## config.mk

```make
export PLATFORM = sky130hd
export DESIGN_NAME = piccolo_in_loader
export DESIGN_NICKNAME = d
export VERILOG_FILES = /design/src/rtl/piccolo_pkg.sv /design/src/rtl/piccolo_in_loader.sv
export SDC_FILE = /design/constraint.sdc
export NUM_CORES = 1
export LEC_CHECK = 0
export CORE_MARGIN = 2
export CORE_UTILIZATION = 35
export CTS_CLUSTER_SIZE = 14
export DETAILED_ROUTE_END_ITERATION = 16
export HOLD_SLACK_MARGIN = 0.12
export PLACE_DENSITY = 0.56
export SLEW_MARGIN = 20
export SYNTH_ARGS = -nofsm -noshare
export SYNTH_HDL_FRONTEND = slang
export SYNTH_SLANG_ARGS = --single-unit
```

## constraint.sdc

```tcl
create_clock -name clk -period 2.96 [get_ports clk]
set_clock_uncertainty 0.15 [all_clocks]
set_input_delay 0.74 -clock clk [delete_from_list [all_inputs] [get_ports clk]]
set_output_delay 0.74 -clock clk [all_outputs]
set_load 0.02 [all_outputs]
```

## src/rtl/piccolo_pkg.sv

```systemverilog
// rtl/piccolo_pkg.sv - state encoding and byte-count constants for the Piccolo input loader
package piccolo_pkg;

    typedef enum logic [2:0] {
        ST_IDLE  = 3'd0,
        ST_KEY   = 3'd1,
        ST_PT    = 3'd2,
        ST_START = 3'd3,
        ST_WAIT  = 3'd4
    } state_e;

    localparam int KEY_BYTES_80  = 10;
    localparam int KEY_BYTES_128 = 16;
    localparam int PT_BYTES      = 8;

    localparam logic [4:0] KEY_LAST_80  = 5'd9;
    localparam logic [4:0] KEY_LAST_128 = 5'd15;
    localparam logic [4:0] PT_LAST      = 5'd7;

    function automatic logic [4:0] key_last(input logic version);
        return version ? KEY_LAST_128 : KEY_LAST_80;
    endfunction

endpackage

```

## src/rtl/piccolo_in_loader.sv

```systemverilog
// rtl/piccolo_in_loader.sv - byte-serial key/plaintext loader for the Piccolo core
// Optional key reuse across frames is enabled by defining PICCOLO_KEY_CACHE_EN.
module piccolo_in_loader
    import piccolo_pkg::*;
(
    input  logic           clk,
    input  logic           reset,
    input  logic           in_valid,
    output logic           in_ready,
    input  logic [7:0]     in_data,
    input  logic           in_version,
    input  logic           in_key_skip,
    output logic           core_start,
    output logic [0:63]    core_pt,
    output logic [0:127]   core_key,
    output logic           core_version,
    input  logic           core_done,
    output logic           busy
);

    state_e        state_q, state_d;
    logic [4:0]    cnt_q, cnt_d;
    logic [0:63]   pt_q, pt_d;
    logic [0:127]  key_q, key_d;
    logic          ver_q, ver_d;
    logic          xfer;
    logic          skip;
    logic [6:0]    key_idx;
    logic [5:0]    pt_idx;

`ifdef PICCOLO_KEY_CACHE_EN
    logic key_valid_q, key_valid_d;
    logic key_ver_q, key_ver_d;

    assign skip = in_key_skip && key_valid_q && (in_version == key_ver_q);

    always_ff @(posedge clk) begin
        if (reset) begin
            key_valid_q <= 1'b0;
            key_ver_q   <= 1'b0;
        end else begin
            key_valid_q <= key_valid_d;
            key_ver_q   <= key_ver_d;
        end
    end
`else
    logic unused_key_skip;
    assign unused_key_skip = in_key_skip;
    assign skip = 1'b0;
`endif

    assign xfer    = in_valid && in_ready;
    assign key_idx = {cnt_q[3:0], 3'b000};
    assign pt_idx  = {cnt_q[2:0], 3'b000};

    always_ff @(posedge clk) begin
        if (reset) begin
            state_q <= ST_IDLE;
        end else begin
            state_q <= state_d;
        end
    end

    always_comb begin
        state_d = state_q;
        case (state_q)
            ST_IDLE:  if (xfer) state_d = skip ? ST_PT : ST_KEY;
            ST_KEY:   if (xfer && cnt_q == key_last(ver_q)) state_d = ST_PT;
            ST_PT:    if (xfer && cnt_q == PT_LAST) state_d = ST_START;
            ST_START: state_d = ST_WAIT;
            ST_WAIT:  if (core_done) state_d = ST_IDLE;
            default:  state_d = ST_IDLE;
        endcase
    end

    // in_ready is forced low while reset is held so no byte slips in during reset.
    always_comb begin
        in_ready   = !reset && (state_q == ST_IDLE || state_q == ST_KEY || state_q == ST_PT);
        core_start = (state_q == ST_START);
        busy       = (state_q == ST_START || state_q == ST_WAIT);
    end

    always_comb begin
        cnt_d = cnt_q;
        pt_d  = pt_q;
        key_d = key_q;
        ver_d = ver_q;
`ifdef PICCOLO_KEY_CACHE_EN
        key_valid_d = key_valid_q;
        key_ver_d   = key_ver_q;
`endif
        if (xfer) begin
            case (state_q)
                ST_IDLE: begin
                    ver_d = in_version;
                    cnt_d = 5'd1;
                    if (skip) begin
                        pt_d[0:7] = in_data;
                    end else begin
                        key_d      = '0;
                        key_d[0:7] = in_data;
                    end
                end
                ST_KEY: begin
                    key_d[key_idx +: 8] = in_data;
                    if (cnt_q == key_last(ver_q)) begin
                        cnt_d = 5'd0;
`ifdef PICCOLO_KEY_CACHE_EN
                        key_valid_d = 1'b1;
                        key_ver_d   = ver_q;
`endif
                    end else begin
                        cnt_d = cnt_q + 5'd1;
                    end
                end
                ST_PT: begin
                    pt_d[pt_idx +: 8] = in_data;
                    cnt_d = (cnt_q == PT_LAST) ? 5'd0 : cnt_q + 5'd1;
                end
                default: ;
            endcase
        end
    end

    always_ff @(posedge clk) begin
        if (reset) begin
            cnt_q <= '0;
            pt_q  <= '0;
            key_q <= '0;
            ver_q <= 1'b0;
        end else begin
            cnt_q <= cnt_d;
            pt_q  <= pt_d;
            key_q <= key_d;
            ver_q <= ver_d;
        end
    end

    assign core_pt      = pt_q;
    assign core_key     = key_q;
    assign core_version = ver_q;

endmodule

```

==> summary.md <==
| Metric | Value |
|---|---|
| Post-CTS Setup Inserts | 0 |
| Final net count | 1136 |
| Commonest cells post-synth | dfxtp_1, nor2_1, a22oi_1 |
| Cell taking the most area after synthesis | dfxtp_1 |
| H-tree levels | 1 |
| Synth unique cells | 50 |
| Worst Hold Class | reg -> reg |
| Fin Setup TNS | 0 ns |
| Cell Pwr Density | 549 nW/um2 |
| # fillers | 2244 |
| Clock buffer count from CTS | 23 |
| Critical path buffers and inverters | 1 |
| Peak Freq | 0.354 GHz |
| Setup Viol. Count Final | 0 |
| Die height | 158 um |
| Lkg Pwr | 4.24 nW |
| Hold-fix buffers, CTS | 0 |
| Final Max Tran Viols | 0 |
| CTS tree | built |
| Gp weighted congestion | 0.813 |
| Drt first pass iters | 5 |
| Clock-pin slew on the worst setup and hold paths | 0.06 ns |
| Avg Inst Size Synth | 8.94 um2 |
| Crit path top cell by count | nand2_1 |
| Hold Vio Cnt, Final | 0 |
| Starting Density | 35.5% |
| Vias per cell | 5.16 |
| Slew headroom | 40.4% |
| Worst path max stage delay | 0.60 ns |
| Data arrival time of the critical path | 1.94 ns |
| Max-Cap Viols | 0 |
| Period minus WS final | 2.83 ns |
| Critical path data required time | 2.07 ns |
| Num ports | 210 |
| Syn nets | 947 |
| Clock Root Buffer | clkbuf_16 |
| Row cnt | 56 |
| Die area | 24900 um2 |
| Routed WL per cell | 18.5 um |
| Slew @ Worst Pin | 0.894 ns |
| Ys Warns | 0 |
| P&R area growth vs syn | 39.6% |
| Status | complete, no violations |
| Mapped Cells | 927 |
| Antenna violations before repair | 5 |
| Clk buf depth | 3 |
| Post-DP HPWL | 17900 um |
| Synth Flop Type | dfxtp_1 |
| DRT Wirelength | 26900 um |
| Vias | 7505 |
| Crit Path Class | reg -> out |
| Highest-delay cell along the critical path | clkdlybuf4s50_1 |
| Overall power | 6.36 mW |
| IO buf count | 208 |
| DR DRC count | 0 |
| Crit path max-delay family | buffers and inverters |
| CP cell instances | nand2_1 > nand2_1 > clkdlybuf4s50_1 |
| Post-synth top area share | 48.6% |
| Die width | 158 um |
| Async SR Flop Fraction | 0% |
| Crit share post-route | 95.5% |
| # clock sinks | 201 |
| Unrepaired setup endpoints after global routing | no |
| Most common cell in the netlist | dfxtp_1 |
| Synthesized area | 8290 um2 |
| EDFF count, synth | 0 |
| First-pass GRT wire length | 40800 um |
| Placed cells | 1410 |
| Routed Antenna Nets | 0 |
| Multi-input gate area | 3910 um2 |
| Seq. cell area | 4020 um2 |
| CTS-repair resized insts | 0 |
| GR Overflow Total | 0 |
| Largest net degree at the start of global routing | 87 |
| Placed Area | 10700 um2 |
| Vias in the first global route | 7012 |
| Worst-path fanout max | 12 |
| Overall Global Routing Usage | 20.9% |
| Peak VDD IR | 471 uV |
| Register bit total from synthesis | 201 |
| Finished Cell Area | 11600 um2 |
| Worst skew pair latency | 0.52 ns |
| Placeable core area | 23300 um2 |
| CP endpoint kind | output port |
| Non-filler instance count after layout | 1454 |
| Worst setup SP type | register |
| Post-synthesis sequential area ratio | 48.6% |
| Iter 0 DRT Violations | 386 |
| Fraction of layout cells with a size suffix above 1 | 8.22% |
| Largest cells by area after synthesis | dfxtp_1, nor2_1, a22oi_1 |
-- cells by family after synthesis --
group                      count (synthesis)  share of synthesized area, %
muxes                                     56                          6.76
DFF                                      201                          48.6
and+or+nand+nor                          376                          23.1
adders and majority gates                  6                         0.906
AOI/OAI and AO/OA                        203                          16.2
buffers and inverters                     85                          4.39
-- power breakdown --
group	switching (mW)	internal (mW)	total, mW
logic	0.319	0.136	0.455
clock network	1.19	1.97	3.16
registers	0.0203	2.72	2.74
total	1.53	4.83	6.36
-- worst register-to-register path, delay by kind of cell (launching register included) --
| family | cells | cell delay, ns |
|---|---|---|
| DFF | 1 | 0.67 |
| and+or+nand+nor | 2 | 0.61 |
| AOI/OAI and AO/OA | 2 | 0.60 |
| adders and majority gates | 1 | 0.35 |
-- per-layer routing --
metal	vias to the layer above	track usage (%)	part of all wire [%]	wire length (um)
li1	3668	-	-	-
met1	3576	28.2	45	12100
met4	2	4.63	2.0	539
met3	34	5.15	6.7	1800
met2	225	33.6	46	12500
met5	-	0	0.037	10
-- final cells by class --
| cell class | instances | share of cell area [%] |
|---|---|---|
| flip-flops and latches | 201 | 34.8 |
| multi-input cells | 641 | 33.8 |
| repair buffers | 241 | 20.5 |
| clock buffers | 25 | 5.12 |
| well taps | 319 | 3.45 |
| clock inverters | 16 | 2.08 |
| inverters | 8 | 0.259 |
| diodes | 3 | 0.0649 |
-- placed cells by master (no fill, tap or decap), types with 4 or more instances in the layout --
cell             netlist  final
dfxtp_1              201    201
or3b_2                 8      8
a32oi_1               16     16
clkdlybuf4s50_1        0    207
a21oi_1               43     43
o21ai_0               27     27
bufinv_16              0      6
o211ai_1              12     12
nand3_1                9      9
nor3_1                25     25
o21ai_1               12     12
mux2i_1               56     56
nor2b_1                4      4
nand3b_1               4      4
nor2_1               165    165
and2_1                49     49
ha_1                   6      6
or3_1                  9      9
inv_1                  8      8
and4_1                19     19
nand2_1               57     57
and3b_1                6      6
buf_4                  0     30
clkinv_2               0      7
a22oi_1               80     80
clkbuf_16              0     23
-- state kept, by name, indices dropped and copies added, names as in the netlist --
register      flops
core_version      1
state_q           3
core_key        128
cnt_q             5
core_pt          64
-- through the flow --
stage / hold slack (ns) / setup slack (ns) / utilization, %
after floorplan: 0.346 / 0.577 / -
after global placement: 0.291 / 0.0911 / 46.0
after detailed placement: 0.297 / 0.0704 / 46.0
after CTS: 0.303 / 0.000372 / 49.5
after global routing: 0.327 / 0.0328 / 49.6
final: 0.304 / 0.134 / 49.6
-- worst paths after layout --
path                                  start            to  slack, ns  cells after the start
worst max-delay path             state_q[2]          busy       0.13                      3
worst min-delay path            core_pt[29]   core_pt[29]       0.30                      2
worst max register to register     cnt_q[0]  core_key[12]       0.43                      5
worst min register to register  core_pt[29]   core_pt[29]       0.30                      2
No activity file was read; power rests on OpenSTA's default activity.
==> variant 1: new RTL, same settings <==
Build with the macro `PICCOLO_KEY_CACHE_EN` defined.
--- a/src/rtl/piccolo_in_loader.sv
+++ b/src/rtl/piccolo_in_loader.sv
@@ -1,5 +1,7 @@
 // rtl/piccolo_in_loader.sv - byte-serial key/plaintext loader for the Piccolo core
 // Optional key reuse across frames is enabled by defining PICCOLO_KEY_CACHE_EN.
+`define PICCOLO_KEY_CACHE_EN
+
 module piccolo_in_loader
     import piccolo_pkg::*;
 (
Check against the original RTL: same outputs for any inputs over 4 cycles, from zero or initial values and one cycle with reset high; that may be too few to reach the edited logic, so the function may still have changed.
==> variant 1 against the original RTL <==
- hold slack worse by 0.0037 ns
- final cell count is 2.8% higher
- global-route usage is 0.14 points higher
- fmax is 2.8% lower
- worst setup slack worse by 0.083 ns
- register-to-register slack better by 0.12 ns
- critical path type unchanged
- die area is 4.7% higher
- power is 3.1% lower
- routed wire length is 5.2% higher
- area after synthesis is 4.8% higher
- sequential cell count is 2 higher
- critical path depth stayed put
- cell area is 3.1% higher
==> variant 1: results (changes against the original RTL) <==
| Metric | Value |
|---|---|
| Outcome | completed |
| Met3 layer usage reported by global route | 3.16% (-2.0 points) |
| Post-DP HPWL | 19.5 mm (+9.0%) |
| Fin Hold WS | 0.301 ns (-0.00369 ns) |
| Wire length of the first global-routing pass | 43.5 mm (+6.7%) |
| Filler cell count | 2,333 (+4.0%) |
| Setup WS pre-CTS | 0.188 ns (+0.118 ns) |
| Largest stage delay on the critical path | 0.65 ns (+0.05 ns) |
| Buffers added on ports | 209 (+0.48%) |
| Number of antenna repair diodes | 0 (-3) |
| Count of cell types in the netlist | 59 (+18%) |
| Static Leakage | 4.37 nW (+3.1%) |
| Instance area at placement | 11,200 µm² (+4.2%) |
| Logic depth of the worst register-to-register path | 4 (-1) |
| Synth Area per Inst | 9.07 µm² (+1.5%) |
| Number of DRC markers after the initial detailed-route iteration | 450 (+17%) |
| Initial antenna violation count | 0 (-5) |
| Critical R2R Capture | core_key[70]$_SDFFE_PP0P_ |
| Hold worst-path end | core_pt[24]$_SDFFE_PP0P_ |
| Worst Max-Slew Pin Slew | 1.03 ns (+0.139 ns) |
| Final #Nets | 1,176 (+3.5%) |
| Total wire length after detailed routing | 28.3 mm (+5.2%) |
| Overall track demand over capacity in global routing | 21.0% (+0.14 points) |
| Hold Crit Start | core_pt[24]$_SDFFE_PP0P_ |
| Share of post-route cells with drive strength above 1 | 10.3% (+2.1 points) |
| Maximum vdd ir drop | 0.281 mV (-40%) |
| Count of placed standard cells including taps | 1,455 (+3.2%) |
[variant 1: routing by layer]
metal | part of all wire, % | vias to the layer above
li1 | - | 3797
met5 | 0 | -
met4 | 1.7 | 0
met2 | 47 | 218
met1 | 47 | 3690
met3 | 5.2 | 38
[variant 1: power breakdown]
group          switching (mW)  total [mW]  internal (mW)
combinational           0.328       0.479          0.151
sequential             0.0152        2.76           2.75
clock                    1.13        2.92           1.78
total                    1.47        6.16           4.68
[variant 1: worst max path at each step]
| stage | startpoint | to | slack [ns] | depth (start not counted) |
|---|---|---|---|---|
| after floorplan | cnt_q[0]$_SDFFE_PP0P_ | core_key[64]$_SDFFE_PP0P_ | 0.65 | 9 |
| after global placement | in_valid | state_q[0]$_SDFFE_PP0P_ | 0.12 | 5 |
| after detailed placement | reset | in_ready | 0.19 | 4 |
| after CTS | state_q[2]$_SDFFE_PP0P_ | busy | 0.02 | 3 |
| after global routing | state_q[2]$_SDFFE_PP0P_ | busy | 0.009 | 3 |
| final | state_q[2]$_SDFFE_PP0P_ | busy | 0.05 | 3 |
[variant 1: area by class of cell]
type	instances	area share [%]
Timing Repair Buffer	242	20.0
Clock inverter	6	0.901
Multi-Input combinational cell	597	33.4
Clock buffer	33	5.47
Tap cell	324	3.40
Inverter	89	2.80
Sequential cell	203	34.0
[variant 1: cell families (layout without fill, tap and decap cells)]
group / after synthesis / after routing / synth area share, %
buffers and inverters: 157 / 370 / 7.38
AOI/OAI and AO/OA: 206 / 206 / 18.5
DFF: 203 / 203 / 46.8
muxes: 53 / 53 / 6.11
and+or+nand+nor: 328 / 328 / 20.0
adders and majority gates: 6 / 6 / 0.864
xor gates and xnor gates: 4 / 4 / 0.403
==> variant 2: new RTL, same flow settings <==
Without the edit above. The 5 states of `state_e` get a one-hot encoding in 5 bits.
--- a/src/rtl/piccolo_pkg.sv
+++ b/src/rtl/piccolo_pkg.sv
@@ -1,12 +1,12 @@
 // rtl/piccolo_pkg.sv - state encoding and byte-count constants for the Piccolo input loader
 package piccolo_pkg;
 
-    typedef enum logic [2:0] {
-        ST_IDLE  = 3'd0,
-        ST_KEY   = 3'd1,
-        ST_PT    = 3'd2,
-        ST_START = 3'd3,
-        ST_WAIT  = 3'd4
+    typedef enum logic [4:0] {
+        ST_IDLE  = 5'b00001,
+        ST_KEY   = 5'b00010,
+        ST_PT    = 5'b00100,
+        ST_START = 5'b01000,
+        ST_WAIT  = 5'b10000
     } state_e;
 
     localparam int KEY_BYTES_80  = 10;
Check against the original RTL: same outputs for any inputs over 4 cycles, from zero or initial values and one cycle with reset high; so few cycles prove little.
==> variant 2 against the original RTL <==
- sequential cell count grew 2
- area after synthesis shrank 8.4%
- sequential share of layout area grew 1.8 points
- worst setup slack lost 0.041 ns
- combinational power is essentially flat
- cell area shrank 3.9%
- routed wire length shrank 6.7%
- power shrank 0.79%
- largest cell class unchanged
==> variant 2: results (changes against the original RTL) <==
| Metric | Value |
|---|---|
| Worst Path Arrival | 1.98 ns (+0.04 ns) |
| Largest stage delay on the critical path | 0.62 ns (+0.02 ns) |
| Worst Max-Slew Pin Slew | 0.633 ns (-0.260 ns) |
| Total wire length after detailed routing | 25.1 mm (-6.7%) |
| GRT met1 Usage | 30.0% (+1.8 points) |
| Post-detailed-route via-to-cell ratio | 5.26 (+1.8%) |
| Wire length of the first global-routing pass | 38.2 mm (-6.3%) |
| Number of DRC markers after the initial detailed-route iteration | 353 (-8.5%) |
| Primary FF master, synth | sky130_fd_sc_hd__dfxtp_1 |
| Count of placed standard cells including taps | 1,264 (-10%) |
| Instance area at placement | 10,300 µm² (-4.1%) |
| Maximum number of pins on one net before global-route repair | 39 (-55%) |
| Global placement routability congestion | 0.872 (+7.3%) |
| Initial antenna violation count | 0 (-5) |
| Insertion delay to the later sink of the worst-skew pair | 0.50 ns (-0.02 ns) |
| Overall track demand over capacity in global routing | 21.4% (+0.56 points) |
| Filler cell count | 1,967 (-12%) |
| Number of gates given a new drive strength after cts | 2 (+2) |
| Final #Nets | 1,034 (-9.0%) |
| Setup WS pre-CTS | 0.0675 ns (-0.00295 ns) |
| Register area share after synthesis | 53.5% (+5.0 points) |
| Number of H-tree branching levels | 1 (unchanged) |
| Synthesized net count | 793 (-16%) |
| Static Leakage | 3.92 nW (-7.4%) |
| Length of routed met2 wiring | 11.4 mm (-8.8%) |
| Post-synth top cells | sky130_fd_sc_hd__dfxtp_1, sky130_fd_sc_hd__a22o_1, sky130_fd_sc_hd__nand3_1 |
| Number of antenna repair diodes | 0 (-3) |
| Outcome | completed |
| Max reg flops | 128 (unchanged) |
| Average wire length per cell after detail routing | 19.2 µm (+4.0%) |
| Buffers added on ports | 208 (unchanged) |
| Maximum vdd ir drop | 0.339 mV (-28%) |
| Met3 layer usage reported by global route | 5.57% (+0.43 points) |
| Clock transition at path regs | 0.06 ns (about the same) |
| Global routing usage on met2 | 33.8% (+0.22 points) |
| Top cells by area, synth | sky130_fd_sc_hd__dfxtp_1, sky130_fd_sc_hd__a22o_1, sky130_fd_sc_hd__nand3_1 |
| Sum of met3 wire segment lengths after detailed routing | 1.88 mm (+4.2%) |
| Vias in the first global route | 6,517 (-7.1%) |
| Routed met1 length | 11.5 mm (-4.8%) |
| Clock root buffer | sky130_fd_sc_hd__clkbuf_16 |
| Synth Area per Inst | 9.82 µm² (+9.8%) |
| Post-DP HPWL | 17.5 mm (-2.0%) |
| Share of post-route cells with drive strength above 1 | 13.0% (+4.8 points) |
| Maximum fanout count along the critical path | 9 (-3) |
| CP max-delay cell | sky130_fd_sc_hd__clkdlybuf4s50_1 |
| Highest routed metal layer | met4 |
| First-pass DRT Iterations | 5 (unchanged) |
| Count of cell types in the netlist | 52 (+4.0%) |
variant 2: final timing paths:
kind	start	to	slack, ns	depth (start not counted)
worst max-delay path	state_q[2]$_SDFFE_PP0P_	busy	0.09	4
worst min-delay path	core_pt[45]$_SDFFE_PP0P_	core_pt[45]$_SDFFE_PP0P_	0.30	2
worst max register to register	state_q[1]$_SDFFE_PP0P_	core_key[5]$_SDFFE_PP0P_	0.37	5
worst min register to register	core_pt[45]$_SDFFE_PP0P_	core_pt[45]$_SDFFE_PP0P_	0.30	2
variant 2: critical path, delay by kind of cell, from the launching register on:
| kind | cells | cell delay, ns |
|---|---|---|
| buffers and inverters | 2 | 0.80 |
| flip-flops | 1 | 0.35 |
| AND/OR/NAND/NOR | 2 | 0.34 |
variant 2: power breakdown:
group | internal [mW] | total [mW] | switching, mW
logic | 0.145 | 0.454 | 0.309
registers | 2.74 | 2.75 | 0.0103
clock network | 1.98 | 3.10 | 1.12
total | 4.87 | 6.31 | 1.43
variant 2: cell type report:
type | count | area, µm² | area share [%]
Multi-Input combinational cell | 504 | 3270 | 29.4
Clock buffer | 32 | 659 | 5.93
Inverter | 9 | 33.8 | 0.304
Timing Repair Buffer | 273 | 2580 | 23.2
Clock inverter | 8 | 170 | 1.53
Sequential cell | 203 | 4070 | 36.6
Tap cell | 275 | 344 | 3.09
variant 2: cells by family (layout without fill, tap and decap cells):
family,count (synthesis),count (layout),share of synthesized area (%)
and+or+nand+nor,254,254,18.6
AOI/OAI and AO/OA,241,241,22.9
DFF,203,203,53.5
buffers and inverters,66,322,3.51
adders and majority gates,6,6,0.989
xor gates and xnor gates,3,3,0.445
